**src/rtl/mmcm_ps_servo_ctrl.sv**
```systemverilog
// Fine-phase servo for the MMCM dynamic phase-shift port: integrates detector
// lead/lag decisions and issues single PSEN steps with PSDONE timeout handling.
module mmcm_ps_servo_ctrl #(
  parameter int THRESH  = 64,
  parameter int ACC_W   = 12,
  parameter int HOLDOFF = 16,
  parameter int TIMEOUT = 255,
  parameter int SETTLE  = 256
) (
  input  logic               clk_in_300Mhz,
  input  logic               reset_in,
  input  logic               enable,
  input  logic               mmcm_locked,
  input  logic               pd_valid,
  input  logic               pd_lead,
  output logic               psen,
  output logic               psincdec,
  input  logic               psdone,
  output logic signed [15:0] ps_count,
  output logic               servo_settled,
  output logic               ps_fault
);

  localparam int CNT_MAX = (TIMEOUT > HOLDOFF) ? TIMEOUT : HOLDOFF;
  localparam int CNT_W   = $clog2(CNT_MAX + 1);
  localparam int SET_W   = $clog2(SETTLE + 1);

  localparam logic signed [ACC_W-1:0] ACC_MAX = $signed(ACC_W'((1 << (ACC_W - 1)) - 1));
  localparam logic signed [ACC_W-1:0] ACC_THR = $signed(ACC_W'(THRESH));
  localparam logic signed [15:0]      PS_MAX  = 16'sd32767;
  localparam logic [CNT_W-1:0]        TO_LAST = CNT_W'(TIMEOUT - 1);
  localparam logic [CNT_W-1:0]        HO_LAST = CNT_W'(HOLDOFF - 1);
  localparam logic [SET_W-1:0]        SET_V   = SET_W'(SETTLE);

  typedef enum logic [2:0] {
    S_IDLE  = 3'd0,
    S_TRACK = 3'd1,
    S_REQ   = 3'd2,
    S_WAIT  = 3'd3,
    S_HOLD  = 3'd4,
    S_FAULT = 3'd5
  } state_t;

  state_t                   state_q, state_d;
  logic signed [ACC_W-1:0]  acc_q, acc_d;
  logic [SET_W-1:0]         settle_q, settle_d;
  logic [CNT_W-1:0]         cnt_q, cnt_d;
  logic                     dir_q, dir_d;
  logic signed [15:0]       count_q, count_d;
  logic                     fault_q, fault_d;
  logic                     psen_q, psen_d;
  logic                     psincdec_q, psincdec_d;
  logic                     settled_q, settled_d;

  function automatic logic signed [ACC_W-1:0] acc_step(input logic signed [ACC_W-1:0] a,
                                                       input logic up);
    if (up) return (a == ACC_MAX) ? a : a + $signed(ACC_W'(1));
    else    return (a == -ACC_MAX) ? a : a - $signed(ACC_W'(1));
  endfunction

  function automatic logic signed [15:0] count_step(input logic signed [15:0] c,
                                                    input logic up);
    if (up) return (c == PS_MAX) ? c : c + 16'sd1;
    else    return (c == -PS_MAX) ? c : c - 16'sd1;
  endfunction

  always_ff @(posedge clk_in_300Mhz or posedge reset_in) begin
    if (reset_in) begin
      state_q    <= S_IDLE;
      acc_q      <= '0;
      settle_q   <= '0;
      cnt_q      <= '0;
      dir_q      <= 1'b0;
      count_q    <= '0;
      fault_q    <= 1'b0;
      psen_q     <= 1'b0;
      psincdec_q <= 1'b0;
      settled_q  <= 1'b0;
    end else begin
      state_q    <= state_d;
      acc_q      <= acc_d;
      settle_q   <= settle_d;
      cnt_q      <= cnt_d;
      dir_q      <= dir_d;
      count_q    <= count_d;
      fault_q    <= fault_d;
      psen_q     <= psen_d;
      psincdec_q <= psincdec_d;
      settled_q  <= settled_d;
    end
  end

  always_comb begin
    state_d  = state_q;
    acc_d    = acc_q;
    settle_d = settle_q;
    cnt_d    = cnt_q;
    dir_d    = dir_q;
    count_d  = count_q;
    fault_d  = fault_q;
    case (state_q)
      S_IDLE: begin
        acc_d    = '0;
        settle_d = '0;
        if (enable && mmcm_locked) state_d = S_TRACK;
      end
      S_TRACK: begin
        // Threshold is judged on the registered accumulator, so a sample in the
        // transition cycle is dropped along with the cleared accumulator.
        if (acc_q >= ACC_THR || acc_q <= -ACC_THR) begin
          state_d  = S_REQ;
          dir_d    = ~acc_q[ACC_W-1];
          acc_d    = '0;
          settle_d = '0;
        end else if (pd_valid) begin
          acc_d = acc_step(acc_q, ~pd_lead);
          if (settle_q != SET_V) settle_d = settle_q + SET_W'(1);
        end
      end
      S_REQ: begin
        state_d = S_WAIT;
        cnt_d   = '0;
      end
      S_WAIT: begin
        if (psdone) begin
          count_d = count_step(count_q, dir_q);
          state_d = S_HOLD;
          cnt_d   = '0;
        end else if (cnt_q == TO_LAST) begin
          state_d = S_FAULT;
          fault_d = 1'b1;
        end else begin
          cnt_d = cnt_q + CNT_W'(1);
        end
      end
      S_HOLD: begin
        if (cnt_q == HO_LAST) state_d = S_TRACK;
        else                  cnt_d   = cnt_q + CNT_W'(1);
      end
      S_FAULT: begin
        if (!enable) begin
          state_d = S_IDLE;
          fault_d = 1'b0;
        end
      end
      default: state_d = S_IDLE;
    endcase
    // Losing enable or lock abandons any outstanding step without counting it.
    if (state_q != S_IDLE && state_q != S_FAULT && !(enable && mmcm_locked)) begin
      state_d  = S_IDLE;
      count_d  = count_q;
      acc_d    = '0;
      settle_d = '0;
    end
  end

  always_comb begin
    psen_d     = (state_d == S_REQ);
    psincdec_d = (state_d == S_REQ || state_d == S_WAIT) ? dir_d : 1'b0;
    settled_d  = (state_d == S_TRACK) && (settle_d == SET_V);
  end

  assign psen          = psen_q;
  assign psincdec      = psincdec_q;
  assign ps_count      = count_q;
  assign servo_settled = settled_q;
  assign ps_fault      = fault_q;

endmodule

```
**config.mk**
```make
export PLATFORM = sky130hd
export DESIGN_NAME = mmcm_ps_servo_ctrl
export DESIGN_NICKNAME = d
export VERILOG_FILES = /design/src/rtl/mmcm_ps_servo_ctrl.sv
export SDC_FILE = /design/constraint.sdc
export NUM_CORES = 1
export LEC_CHECK = 0
export ABC_AREA = 1
export BUFFER_PORTS_ARGS = -buffer_cell sky130_fd_sc_hd__buf_2
export CAP_MARGIN = 20
export CORE_ASPECT_RATIO = 0.5
export CORE_MARGIN = 5
export CORE_UTILIZATION = 45
export CTS_CLUSTER_SIZE = 28
export DETAILED_ROUTE_END_ITERATION = 10
export GPL_ROUTABILITY_DRIVEN = 0
export PLACE_DENSITY_LB_ADDON = 0.25
export SYNTH_ARGS = -nofsm -noshare
export SYNTH_HDL_FRONTEND = slang
export SYNTH_SLANG_ARGS = --single-unit
```
**constraint.sdc**
```tcl
create_clock -name clk_in_300Mhz -period 2 [get_ports clk_in_300Mhz]
set_clock_uncertainty 0.1 [all_clocks]
set_input_delay 0.4 -clock clk_in_300Mhz [delete_from_list [all_inputs] [get_ports clk_in_300Mhz]]
set_output_delay 0.4 -clock clk_in_300Mhz [all_outputs]
set_load 0.05 [all_outputs]
```
; Yosys cells after proc, flatten, opt, wreduce, memory -nomap -nowiden
; Cells that the tools add are included.
[classes]
mux = 34
n_eq_ne = 27
order_cmp = 2
n_bitwise = 2
n_reduce_logical = 16
add_sub_neg = 6
[op_table]
columns = cell, n
row1 = two-way mux 12 bit, 6
row2 = two-way mux 16 bit, 3
row3 = two-way mux 9 bit, 4
row4 = equality test 16 bit (second input constant), 2
row5 = equality test 12 bit (second input constant), 2
row6 = two-way mux 8 bit, 3
row7 = one-hot mux 12 bit (2 select lines), 1
row8 = one-hot mux 8 bit (3 select lines), 1
row9 = two-way mux 3 bit, 7
row10 = one-hot mux 3 bit (6 select lines), 1
row11 = one-hot mux 9 bit (2 select lines), 1
row12 = adder 16 x 2 -> 16 bit (second input constant), 1
row13 = subtractor 16 x 2 -> 16 bit (second input constant), 1
row14 = adder 12 x 2 -> 12 bit (second input constant), 1
row15 = equality test 3 x 2 -> 1 bit (second input constant), 4
row16 = >= comparator 12 x 8 -> 1 bit (second input constant), 1
row17 = <= comparator 12 x 7 -> 1 bit (second input constant), 1
row18 = inequality test 2 bit (second input constant), 6
row19 = subtractor 12 x 2 -> 12 bit (second input constant), 1
row20 = inequality test 5 bit (second input constant), 2
row21 = adder 9 x 1 -> 9 bit (second input constant), 1
row22 = equality test 9 bit (second input constant), 1
row23 = inequality test 9 bit (second input constant), 1
row24 = nonzero test 3 bit, 3
row25 = other kinds (18), 32
[totals]
wordCells = 97
inputBits = 7
regBits = 53
output_inout_bits = 20

; Logic depth before layout (Yosys ltp)
; Gate-level depths: netlist of the first run.
[depth]
ltp_word = 8
mapped_depth = 14
mapped_depth_nobuf = 14

; Worst setup path before layout of the first run
; Ideal clock, no wire load.
[synth_timing]
path_kind = reg-to-reg
from = reg count_q[0], in the netlist ps_count[0]
to = reg count_q[10], in the netlist ps_count[10]
t_arrival_ns = 1.967
slack_ns = -0.190
path_stages_with_launch = 11
period_less_slack_ns = 2.190
path_buffers = 0
t_required_ns = 1.777
setup_time_ns = 0.123
cell_sequence = dfrtp_1 > fa_1 > nand2_1 > nand2_1 > o21ai_0 > inv_1 > a21oi_1 > nor2_1 > nor2_1 > xor2_1 > o21ai_1
[synth_between]
elab_chain_cells = 3
elab_cells_between_ends = 10
classes_between = add/sub (2) / eq/ne (4) / mux (3) / reduce/logical (1)
[synth_rtl]
columns = element, line_no
row1 = from (decl), 49  ; logic signed [15:0] count_q, count_d;
row2 = from (signal assigned), 85  ; count_q <= count_d;
row3 = subtractor 16 x 2 -> 16 bit (tied with other cells), 64  ; else return (c == -PS_MAX) ? c : c - 16'sd1;
row4 = two-way mux 16 bit (tied with other cells), 64
row5 = two-way mux 16 bit or AND reduction 5 bit (tied branches), --
; Parallel ways exist; a longest one is shown, timed or not. The select of a mux whose other input is x is not followed.
; A chain may end at the register's enable or synchronous reset.

; Worst setup path in the final report of the first run
[layout_timing]
from = reg dir_q
to = reg count_q[10], in the netlist ps_count[10]
[layout_between]
elab_chain_cells = 2
elab_cells_between_ends = 4
classes_between = eq/ne (2) / mux (1) / reduce/logical (1)
[layout_rtl]
columns = element, line_no
row1 = from (decl), 48  ; logic dir_q, dir_d;
row2 = from (signal assigned), 84  ; dir_q <= dir_d;
row3 = inequality test 2 bit (no line), --
row4 = AND reduction 5 bit (no line), --
; Parallel ways exist; a longest one is shown, timed or not.

==> results of run 1 <==
-- per-stage QoR --
stage / util (%) / total power [uW]
after CTS: 58.2 / 7080
final: 62.1 / 7690
after detailed placement: 54.4 / 5840
after global routing: 62.1 / 8340
after floorplan: - / 4530
after global placement: 54.4 / 5770
-- worst max path at each step --
stage	startpoint	end	slack, ns
3_5_place_dp	dir_q	ps_count[13]	-0.28
2_1_floorplan	dir_q	ps_count[15]	-0.1
3_3_place_gp	dir_q	ps_count[15]	-0.23
4_1_cts	dir_q	ps_count[10]	-0.11
6_report	dir_q	ps_count[10]	-0.24
5_1_grt	dir_q	ps_count[10]	-0.34
-- placed cells by master, fill, tap and decap left out, types with 3 or more instances in the layout --
cell type,Yosys,final
a21oi_1,32,23
a21oi_2,1,10
buf_12,0,3
buf_2,1,26
buf_4,0,61
buf_6,4,5
clkbuf_16,0,5
clkinvlp_4,0,3
dfrtp_1,53,50
dfrtp_2,0,3
ha_1,28,18
ha_4,0,9
inv_1,75,68
inv_2,3,9
nand2_1,136,125
nand2_2,5,14
nand3_1,38,30
nand3_2,2,7
nand3_4,2,5
nand4_1,15,15
nor2_1,69,59
nor2_2,1,11
nor2_4,3,3
nor3_1,10,9
nor4_1,3,3
o21ai_0,31,23
o21ai_1,11,15
o21ai_2,9,12
xnor2_1,5,5
xor2_1,16,13
xor2_2,0,3
-- logic make-up (layout without fill, tap and decap cells) --
group                    after synthesis  in the layout
buffers and inverters                 86            186
AO/OA/AOI/OAI                         98             98
AND/OR/NAND/NOR                      292            292
XOR/XNOR                              21             21
flip-flops                            53             53
adder cells (fa/ha/maj)               30             30
-- repair_timing --
item	4_1_cts	5_1_grt
endpoints found under the setup margin	11	27
pin swaps	2	29
gates resized for setup	21	65
hold endpoints to repair	14	0
setup buffers	3	13
hold buffers	1	0
cloned	1	0
-- final cells by class --
cell class | instances | share of cell area [%]
clock buffer | 5 | 2.27
clock inverter | 3 | 0.841
inverter | 81 | 5.66
multi-input combinational | 441 | 51.3
sequential | 53 | 24.2
tap | 117 | 2.66
timing repair buffer | 96 | 13.0
timing repair inverter | 1 | 0.136
-- routing by layer --
metal / wire [um] / GRT usage [%]
met5: 0 / 0
met4: 99 / 5.02
met3: 315 / 3.55
met2: 4870 / 29.8
met1: 5200 / 25.1
-- critical path, stage by stage (launching register included) --
cell,delay (ns)
dfrtp_2,0.43
clkinvlp_4,0.20
fa_2,0.43
nand2_2,0.09
nand2_2,0.07
o21ai_4,0.08
inv_2,0.06
a21oi_2,0.15
nor2_1,0.06
nor2_1,0.17
xor2_1,0.18
o21ai_1,0.09
-- registers in the layout, indices dropped and copies added (netlist names) --
signal         count
ps_count          16
acc_q             12
settle_q           9
cnt_q              8
state_q            3
dir_q              1
ps_fault           1
psen               1
psincdec           1
servo_settled      1
-- power by group through the flow --
stage	clock (uW)	sequential [uW]	combinational [uW]
3_3_place_gp	0	1700	4070
2_1_floorplan	0	2150	2380
4_1_cts	1040	1710	4330
6_report	1020	1740	4930
5_1_grt	1110	1790	5440
3_5_place_dp	0	1710	4130
==> results.py, run 1 <==
metrics = {
    "synth": {
        "netlist_instances": 580,
        "netlist_area_um2": 4160,
        "ys_seq_area_share_pct": 31.9,
        "synth_top_family_by_area": "simple AND/OR/NAND/NOR gates",
        "synth_top_area_cell": "dfrtp_1",
        "synthAdderAreaFrac_pct": 9.39,
        "ys_types": 40,
        "yosysWarningCount": 0,
        "yosys-top-cells-count": "nand2_1 (136), inv_1 (75), nor2_1 (69)",
        "synthTopCellsByArea": "dfrtp_1 (32%), nand2_1 (12%), ha_1 (8.4%)",
        "synth_top_area_share_pct": 31.9,
        "synth-compound-area-share_pct": 13.8,
        "yosysMostFrequentCell": "nand2_1",
        "synth_nets": 617,
        "synthMuxAreaShare_pct": 0,
        "synthArstFlopShare_pct": 100,
        "synth_xor_area_share_pct": 4.42,
        "synth_flop_cell": "dfrtp_1",
        "postSynthAreaPerCell_um2": 7.17,
        "synth-simple-area-share_pct": 31.9,
        "ys_ff_latch": 53,
        "synth_edf_count": 0,
    },
    "final_layout": {
        "antenna_cells": 0,
        "seq_area_um2": 1330,
        "stdcell_area_um2": 5500,
        "multi_input_area_um2": 2820,
        "instances_no_fill": 797,
        "layout-drive-gt1-share_pct": 30.7,
        "fillers": 756,
        "layout.nets": 716,
        "synthToLayoutAreaGrowth_pct": 32.4,
    },
    "clock_tree": {
        "clk_latency_ns": 0.30,
        "cts-root-buf": "clkbuf_16",
        "htreeDepth": 2,
        "cts_buffer_depth": 2,
        "clk_pin_slew_ns": 0.08,
        "cts_sinks": 53,
        "cts_made_buffers": 5,
        "tritoncts": "built",
    },
    "power_and_ir_drop": {
        "p_comb_share_pct": 64.2,
        "p_sw_uw": 3700,
        "pwr-share-seq_pct": 22.6,
        "p_sw_share_pct": 48.0,
        "ir_drop_mv": 0.499,
        "p_leak_uw": 0.00266,
        "power.density_nw_per_um2": 1400,
        "power.internal_uw": 4000,
        "power_frac_clock_pct": 13.3,
    },
    "critical_path": {
        "startpoint_type": "flip-flop",
        "reg2reg_setup_slack_ns": -0.24,
        "cp_max_fo": 6,
        "r2r-start": "dir_q",
        "required_ns": 2.08,
        "endpoint_kind": "flip-flop",
        "crit_type": "reg2reg",
        "ff2ff_path_depth": 11,
        "arrival_ns": 2.32,
        "reg2reg_to": "ps_count[10]",
    },
    "status": {
        "violations": "negative setup slack",
        "run_status": "finished with violations",
    },
    "sta": {
        "setup_viol": 13,
        "relSlewSlack_pct": 72.8,
        "timing.fmax_mhz": 447,
        "layout_min_cycle_time_ns": 2.24,
        "fin_setup_tns_ns": -1.28,
        "fin_crit_sh_pct": 112,
        "fin_ws_ns": -0.239,
        "tightest_slew_ns": 0.405,
        "hold_violations": 0,
        "fin_hold_ws_ns": 0.387,
        "rsz0062_at_grt": "yes",
        "drv_slew": 0,
    },
    "global_routing": {
        "grt_pass1_vias": 3769,
        "grtUsageTotal_pct": 18.3,
        "antenna_found_initial": 0,
        "grt_max_degree": 30,
        "grt_pass1_wl_mm": 17.5,
        "overflow": 0,
    },
    "detailed_routing": {
        "vias_per_cell": 5.12,
        "wire_per_inst_um": 13.2,
        "drtIter0Drc": 209,
        "post-route-drc-count": 0,
        "num_vias": 4079,
        "first_pass_iters": 4,
        "final_antenna_net_count": 0,
        "drt_wl_total_mm": 10.5,
    },
    "placement": {
        "dpl.cell_count": 771,
        "hpwl_mm": 7.70,
        "placed_area_um2": 4820,
        "post-place-ws_ns": -0.284,
        "numPortBuffers": 26,
    },
    "floorplanning": {
        "dieArea_um2": 11400,
        "start_util_pct": 46.9,
        "die_h_um": 78.0,
        "core_um2": 8860,
        "die_width_um": 146,
        "num_io_pins": 27,
        "rows": 24,
    },
    "worst_hold_path": {
        "worstHoldStart": "psdone",
        "hold_path.class": "in2reg",
        "holdPathEnd": "cnt_q[4]",
        "min_path_cells": 4,
    },
    "run": {
        "drv_cap": 0,
    },
}
Note: power is estimated with default switching activity, not from simulation.
==> inputs of run 2 (changes only) <==
Settings changed: CTS_BUF_LIST set to sky130_fd_sc_hd__clkbuf_8 sky130_fd_sc_hd__clkbuf_16, PLACE_DENSITY_LB_ADDON 0.25 to 0.3.
==> run 2 against run 1 <==
Compared with the run above: maximum frequency up 9.5%; routed wire length fell by 4.4%; the run still ends with negative setup slack left; largest cell class unchanged; critical endpoint is now ps_count[13]; first-iteration DRC count up 17%.
==> results.py, run 2 (synthesized netlist as in run 1, its figures left out) <==
metrics = {
    "global_routing": {
        "grt_max_degree": 31,
        "grtUsageTotal_pct": 17.9,
        "overflow": 0,
        "grt_pass1_wl_mm": 17.2,
        "grt_pass1_vias": 3760,
        "antenna_found_initial": 0,
    },
    "power_and_ir_drop": {
        "p_leak_uw": 0.00256,
        "ir_drop_mv": 0.569,
        "power.density_nw_per_um2": 1390,
    },
    "critical_path": {
        "arrival_ns": 2.18,
        "endpoint_kind": "flip-flop",
        "crit_buf_inv": 2,
        "cp_top_family": "compound AO/OA/AOI/OAI gates",
        "max_stage_delay_ns": 0.39,
        "r2r-start": "dir_q",
        "startpoint_type": "flip-flop",
        "crit_type": "reg2reg",
        "reg2reg_setup_slack_ns": -0.04,
        "cp_max_fo": 5,
        "crit_chain": "clkinvlp_4, buf_4, ha_1, a21oi_2, a21boi_2, nand3_2, a21oi_2, xor2_1, nand2_1, nand2_1",
        "critPathSlowestCell": "dfrtp_1",
        "required_ns": 2.13,
        "reg2reg_to": "ps_count[13]",
        "ff2ff_path_depth": 10,
    },
    "floorplanning": {
        "die_h_um": 78.0,
        "num_io_pins": 27,
        "start_util_pct": 46.9,
        "core_um2": 8860,
        "die_width_um": 146,
        "dieArea_um2": 11400,
        "rows": 24,
    },
    "sta": {
        "timing.fmax_mhz": 489,
        "hold_violations": 0,
        "layout_min_cycle_time_ns": 2.04,
        "relSlewSlack_pct": 73.8,
        "tightest_slew_ns": 0.390,
        "fin_ws_ns": -0.0437,
        "fin_crit_sh_pct": 102,
        "drv_slew": 0,
        "rsz0062_at_grt": "yes",
        "setup_viol": 4,
    },
    "detailed_routing": {
        "first_pass_iters": 6,
        "drt_wl_total_mm": 10.0,
        "vias_per_cell": 5.10,
        "post-route-drc-count": 0,
        "num_vias": 3967,
        "wire_per_inst_um": 12.9,
        "final_antenna_net_count": 0,
        "drtIter0Drc": 244,
    },
    "clock_tree": {
        "cts_buffer_depth": 2,
        "cts-root-buf": "clkbuf_16",
        "htreeDepth": 2,
        "clk_pin_slew_ns": 0.08,
        "cts_made_buffers": 5,
        "tritoncts": "built",
        "hold_buffers": 0,
        "clk_latency_ns": 0.30,
        "cts_sinks": 53,
    },
    "final_layout": {
        "instances_no_fill": 778,
        "final_cell_mix": "nand2_1 (132), inv_1 (71), nor2_1 (62)",
        "layout-drive-gt1-share_pct": 26.0,
        "synthToLayoutAreaGrowth_pct": 24.9,
        "largest_register_ffs": 16,
        "antenna_cells": 0,
        "layout.nets": 697,
        "layout_commonest_cell": "nand2_1",
    },
    "worst_hold_path": {
        "hold_path.class": "in2async",
    },
    "run": {
        "drv_cap": 0,
    },
    "status": {
        "violations": "negative setup slack",
        "run_status": "finished with violations",
    },
    "placement": {
        "dpl.cell_count": 766,
        "numPortBuffers": 26,
        "post-place-ws_ns": -0.148,
        "hpwl_mm": 7.49,
    },
}
run 2: cell count changes in the layout (fill, tap and decap cells not counted), sizes merged:
cell,previous run,this run
inv,78,79
clkinvlp,3,1
dlygate4sd3,1,0
buf,95,78
run 2: final cells by class:
| type | count | area, um2 |
|---|---|---|
| clock inverter | 3 | 42.5 |
| clock buffer | 5 | 125 |
| inverter | 81 | 312 |
| sequential | 53 | 1330 |
| tap | 117 | 146 |
| timing repair buffer | 78 | 537 |
| fill | 793 | 3660 |
| multi-input combinational | 441 | 2700 |
run 2: worst max-delay path by stage:
stage | startpoint | end | slack, ns | cells past startpoint
floorplan | dir_q | ps_count[15] | -0.1 | 10
global placement | pd_lead | acc_q[9] | -0.11 | 9
detailed placement | pd_lead | acc_q[9] | -0.15 | 9
CTS | dir_q | ps_count[10] | -0.03 | 12
global route | dir_q | ps_count[10] | -0.21 | 12
finish | dir_q | ps_count[13] | -0.04 | 10
run 2: layer usage:
layer  vias to the layer above  track usage, %  share of wire [%]
met5                         -               0                  0
met4                         0            3.79                1.1
met3                         9            3.08                2.8
met2                        37            30.6                 47
met1                      1853            24.2                 49
li1                       2068               -                  -
run 2: where the power goes:
| group | total [uW] | leakage (uW) | switching (uW) | internal (uW) |
|---|---|---|---|---|
| clock | 1020 | 0.0000852 | 428 | 590 |
| sequential | 1740 | 0.000710 | 368 | 1370 |
| combinational | 4490 | 0.00176 | 2760 | 1730 |
| total | 7240 | 0.00256 | 3550 | 3690 |
run 2: stage by stage:
step	total power, uW	hold WS [ns]	TNS (ns)	util, %	instance area, um2
after floorplan	4530	0.378	-0.408	-	4170
after global placement	5700	0.367	-0.569	53.9	4770
after detailed placement	5800	0.370	-1.41	53.9	4770
after CTS	6920	0.0467	-0.0895	56.5	5000
after global routing	7880	0.0665	-1.44	58.6	5190
final	7240	0.0387	-0.138	58.6	5190
run 2: repair_timing:
| item | in CTS | in global routing |
|---|---|---|
| resized for setup | 19 | 40 |
| pin swaps | 1 | 10 |
| setup buffers | 0 | 4 |
| endpoints found under the setup margin | 12 | 33 |
| cloned | 0 | 0 |
run 2: worst min-delay path: cells and delay by family:
kind | cells | cell delay [ns]
buf+inv | 3 | 0.43
